## src/rtl/rr_resource_arbiter.sv

```systemverilog
// ============================================================================
// Module   : rr_resource_arbiter
// Function : Round-robin owner arbiter with hold timeout and one-cycle gap
//            between successive owners of a shared resource.
// Revision : 1.0
// ============================================================================
`default_nettype none

module rr_resource_arbiter #(
    parameter int N        = 4,
    parameter int MAX_HOLD = 8,
    parameter int IDW      = (N > 1) ? $clog2(N) : 1
) (
    input  logic           clk,
    input  logic           rst_n,
    input  logic [N-1:0]   req,
    output logic [N-1:0]   gnt,
    output logic           gnt_valid,
    output logic [IDW-1:0] gnt_id,
    output logic           preempt
);

    localparam int HCW = (MAX_HOLD > 0) ? $clog2(MAX_HOLD + 1) : 1;

    typedef enum logic [1:0] {
        ST_IDLE = 2'd0,
        ST_BUSY = 2'd1,
        ST_GAP  = 2'd2
    } state_t;

    state_t         state_q, state_d;
    logic [N-1:0]   gnt_q, gnt_d;
    logic           gnt_valid_q, gnt_valid_d;
    logic [IDW-1:0] gnt_id_q, gnt_id_d;
    logic [IDW-1:0] ptr_q, ptr_d;
    logic [HCW-1:0] hold_cnt_q, hold_cnt_d;
    logic           preempt_q, preempt_d;

    logic [IDW-1:0] sel_hi, sel_lo, sel_id;
    logic           found_hi, found_lo;
    logic [IDW-1:0] next_ptr;
    logic           owner_req;
    logic           timeout;

    // Lowest index at or above ptr wins; otherwise wrap to the lowest below ptr.
    always_comb begin
        sel_hi   = '0;
        sel_lo   = '0;
        found_hi = 1'b0;
        found_lo = 1'b0;
        for (int i = N - 1; i >= 0; i--) begin
            if (req[i] && (IDW'(i) >= ptr_q)) begin
                sel_hi   = IDW'(i);
                found_hi = 1'b1;
            end
            if (req[i] && (IDW'(i) < ptr_q)) begin
                sel_lo   = IDW'(i);
                found_lo = 1'b1;
            end
        end
        sel_id = found_hi ? sel_hi : sel_lo;
    end

    assign owner_req = |(req & gnt_q);
    assign next_ptr  = (gnt_id_q == IDW'(N - 1)) ? '0 : gnt_id_q + IDW'(1);

    generate
        if (MAX_HOLD > 0) begin : g_timeout
            assign timeout = (hold_cnt_q == HCW'(MAX_HOLD));
        end else begin : g_no_timeout
            logic unused_hold_cnt;
            assign unused_hold_cnt = ^hold_cnt_q;
            assign timeout         = 1'b0;
        end
    endgenerate

    always_comb begin
        state_d     = state_q;
        gnt_d       = gnt_q;
        gnt_id_d    = gnt_id_q;
        ptr_d       = ptr_q;
        hold_cnt_d  = hold_cnt_q;
        preempt_d   = 1'b0;

        case (state_q)
            ST_IDLE, ST_GAP: begin
                if (found_hi || found_lo) begin
                    gnt_d      = N'(1) << sel_id;
                    gnt_id_d   = sel_id;
                    hold_cnt_d = HCW'(1);
                    state_d    = ST_BUSY;
                end else begin
                    state_d    = ST_IDLE;
                end
            end
            ST_BUSY: begin
                if (!owner_req || timeout) begin
                    // Owner still requesting here means the timeout forced it off.
                    gnt_d     = '0;
                    ptr_d     = next_ptr;
                    preempt_d = owner_req;
                    state_d   = ST_GAP;
                end else if (hold_cnt_q != {HCW{1'b1}}) begin
                    hold_cnt_d = hold_cnt_q + HCW'(1);
                end
            end
            default: begin
                gnt_d   = '0;
                state_d = ST_IDLE;
            end
        endcase

        gnt_valid_d = |gnt_d;
    end

    always_ff @(posedge clk or negedge rst_n) begin
        if (!rst_n) begin
            state_q     <= ST_IDLE;
            gnt_q       <= '0;
            gnt_valid_q <= 1'b0;
            gnt_id_q    <= '0;
            ptr_q       <= '0;
            hold_cnt_q  <= '0;
            preempt_q   <= 1'b0;
        end else begin
            state_q     <= state_d;
            gnt_q       <= gnt_d;
            gnt_valid_q <= gnt_valid_d;
            gnt_id_q    <= gnt_id_d;
            ptr_q       <= ptr_d;
            hold_cnt_q  <= hold_cnt_d;
            preempt_q   <= preempt_d;
        end
    end

    assign gnt       = gnt_q;
    assign gnt_valid = gnt_valid_q;
    assign gnt_id    = gnt_id_q;
    assign preempt   = preempt_q;

endmodule

`default_nettype wire
```

## config.mk

```make
export PLATFORM = sky130hd
export DESIGN_NAME = rr_resource_arbiter
export DESIGN_NICKNAME = d
export VERILOG_FILES = /design/src/rtl/rr_resource_arbiter.sv
export SDC_FILE = /design/constraint.sdc
export NUM_CORES = 1
export LEC_CHECK = 0
export ABC_AREA = 1
export CAP_MARGIN = 20
export CELL_PAD_IN_SITES_DETAIL_PLACEMENT = 1
export CELL_PAD_IN_SITES_GLOBAL_PLACEMENT = 2
export CORE_ASPECT_RATIO = 0.9
export CORE_MARGIN = 2
export CORE_UTILIZATION = 31
export DETAILED_ROUTE_END_ITERATION = 7
export GPL_ROUTABILITY_DRIVEN = 0
export PLACE_DENSITY_LB_ADDON = 0.1
export SYNTH_ARGS = -nofsm -noshare
export SYNTH_HDL_FRONTEND = slang
export SYNTH_SLANG_ARGS = --single-unit
export TNS_END_PERCENT = 1
```

## constraint.sdc

```tcl
create_clock -name clk -period 1.76 [get_ports clk]
set_input_delay 0.176 -clock clk [delete_from_list [all_inputs] [get_ports clk]]
set_output_delay 0.176 -clock clk [all_outputs]
set_load 0.05 [all_outputs]
```

==> results of run 1 <==
-- power groups by stage --
stage	sequential [mW]	clock [mW]	combinational [mW]
after global placement	0.671	0	1.26
after CTS	0.666	0.256	1.28
after detailed placement	0.674	0	1.27
final	0.664	0.242	1.25
after global routing	0.687	0.274	1.38
after floorplan	0.882	0	0.707
-- sequential cells by signal (all words and copies together), names as in the netlist --
register,count
gnt,4
hold_cnt_q,4
gnt_id,2
ptr_q,2
state_q,2
gnt_valid,1
preempt,1
-- worst max-delay path by stage --
| stage | to | slack [ns] | from |
|---|---|---|---|
| final | gnt_id[0] | 0.07 | gnt_id[0]$_DFFE_PN0P_ |
| after global routing | gnt[1] | 0.002 | gnt[1]$_DFF_PN0_ |
| after CTS | gnt[1] | 0.04 | gnt[1]$_DFF_PN0_ |
| after detailed placement | gnt_valid$_DFF_PN0_ | 0.05 | req[2] |
| after global placement | gnt_valid$_DFF_PN0_ | 0.09 | req[2] |
| after floorplan | gnt_valid$_DFF_PN0_ | 0.31 | gnt[0]$_DFF_PN0_ |
-- kinds of logic after synthesis --
family	count (synthesis)	synth area share
xor gates and xnor gates	1	0.00927
buffers and inverters	12	0.0477
adders and majority gates	3	0.0397
AOI/OAI and AO/OA	16	0.110
and+or+nand+nor	64	0.370
DFF	16	0.424
-- cells in the final DEF, fill, tap and decap left out, types with 4 or more instances in the layout --
cell type	synthesis	final
nor2_2	6	6
o21ai_1	5	5
dfrtp_1	16	16
inv_1	9	9
nand2_2	8	8
nand2_1	26	26
nand3_1	9	9
nor2_1	4	4
clkdlybuf4s50_1	0	13
-- final cells by class --
| type | instances | area, µm² | share of cell area |
|---|---|---|---|
| clock buffer | 4 | 36.3 | 0.0310 |
| inverter | 12 | 45.0 | 0.0385 |
| multi-input combinational | 84 | 499 | 0.427 |
| timing repair buffer | 14 | 138 | 0.118 |
| sequential | 16 | 400 | 0.343 |
| tap | 40 | 50.0 | 0.0428 |
-- per-layer routing --
metal / GRT usage / vias to the layer above / part of all wire
met5: 0 / - / 0
met4: 0.0286 / 0 / 0.0053
met3: 0.0481 / 2 / 0.045
met2: 0.194 / 13 / 0.42
met1: 0.183 / 368 / 0.52
li1: - / 398 / -
==> results.toml, run 1 <==
[run_status]
status = "complete, no violations"

[grt]
grt_max_degree = 17
gr-usage-all-layers = 0.131
grt_pass1_wl_um = 3590
grt_antenna_before_repair = 0
grt_pass1_vias = 782
grt_overflow = 0

[sta]
worst_slew_pin_slew_ns = 0.505
slew_headroom = 0.662
fin_crit_ns = 1.69
finalHoldViolCount = 0
fmax_mhz = 592
finalCritPeriodShare = 0.961
skew_ns = 0.00289
timing.setup.tns_ns = 0
worst_slack_ns = 0.0694
slew_violations = 0
finalSetupViolCount = 0
whs_ns = 0.202
rsz0062_at_grt = "no"

[routing]
wl_um = 2080
drt_iter0_markers = 30
dr_total_vias = 781
remaining_drc_errors = 0
first_pass_iters = 4
detail_route.wl_per_cell_um = 12.3
ant_nets = 0
drt-vias-per-instance = 4.59

[setup_path]
path_cells = "clkdlybuf4s50_1"
cp-end-kind = "primary output"
reg2reg_slack_ns = 0.25
cp.buffers_inverters = 1
worst_setup_path_start_kind = "flip-flop"
critPathKind = "flip-flop to primary output"
path_depth = 1
cp_slowest_cell = "clkdlybuf4s50_1"
worstPathMaxFanout = 4
rr_startpoint = "ptr_q[1]$_DFFE_PN0P_"
critical_path.max_stage_delay_ns = 0.82
reg2reg_to = "hold_cnt_q[1]$_DFFE_PN0P_"
path_delay_family = "buffers and inverters"
reg2regPathDepth = 9
worstPathRequired_ns = 1.58
arrival_ns = 1.51

[power_and_ir_drop]
switching_share = 0.506
p_comb_frac = 0.581
p_int_mw = 1.07
power_leakage_nw = 0.528
clock_power_share = 0.112
power_density_nw_per_um2 = 1850
seqPwrFrac = 0.307
switching_power_mw = 1.09
p_total_mw = 2.16
peakVddDrop_mv = 0.774

[logic_synthesis]
synth-main-ff-cell = "dfrtp_1"
synth-edff-count = 0
yosysMostFrequentCell = "nand2_1"
synth_cell_types = 24
yosysTopAreaCell = "dfrtp_1"
syn-num-nets = 121
synth-seq-cells = 16
synth_top_area_frac = 0.424
syn_inst = 112
synthTopCellsByArea = "dfrtp_1 (42%), nand2_1 (10%), nand2_2 (5.3%)"
synth-async-reset-ratio = 1.00
synthTopCellsByCount = "nand2_1 (26), dfrtp_1 (16), inv_1 (9), nand3_1 (9), nand2_2 (8)"
synth-warning-count = 0
seq_area_frac_synth = 0.424
synth_area_um2 = 945
avgSynthCellArea_um2 = 8.43

[place]
hpwl_um = 1740
dpl_worst_slack_ns = 0.0537
place_area_um2 = 1130
io_buffers = 13
dp.cells = 166

[cts]
cts_tree = "built"
clkLatencyLatePin_ns = 0.29
root_buffer = "clkbuf_4"
cts.sinks = 16
post_cts_resize_count = 0
htreeDepth = 1
ctsHoldBuffers = 0
cts_buffers = 3
postCtsSetupBuffers = 0
cts_buffer_depth = 2
clkTransAtPathRegs_ns = 0.09

[min_path]
hold_path.class = "primary input to async pin"

[finish]
drive_gt1_frac = 0.246
final_util = 0.415
postLayoutCellArea_um2 = 1170
syn_to_final_growth_pct = 23.7
fin_cells = 170
diodes = 0
fill_cells = 351
nets = 140

[die]
core_um2 = 2820
start_util = 0.336
die_h_um = 56.4
ioPinCount = 14
placementRows = 18
die_w_um = 62.2
fp.dieArea_um2 = 3510

[job]
cap_viol_max_count = 0
Note: power is estimated with default switching activity, not from simulation.
==> run 2: changes to the inputs <==
Settings changed: ABC_CLOCK_PERIOD_IN_PS set to 1760.
==> results of run 2 <==
Same layout as run 1: the final DEF is identical, and so are final timing and power.
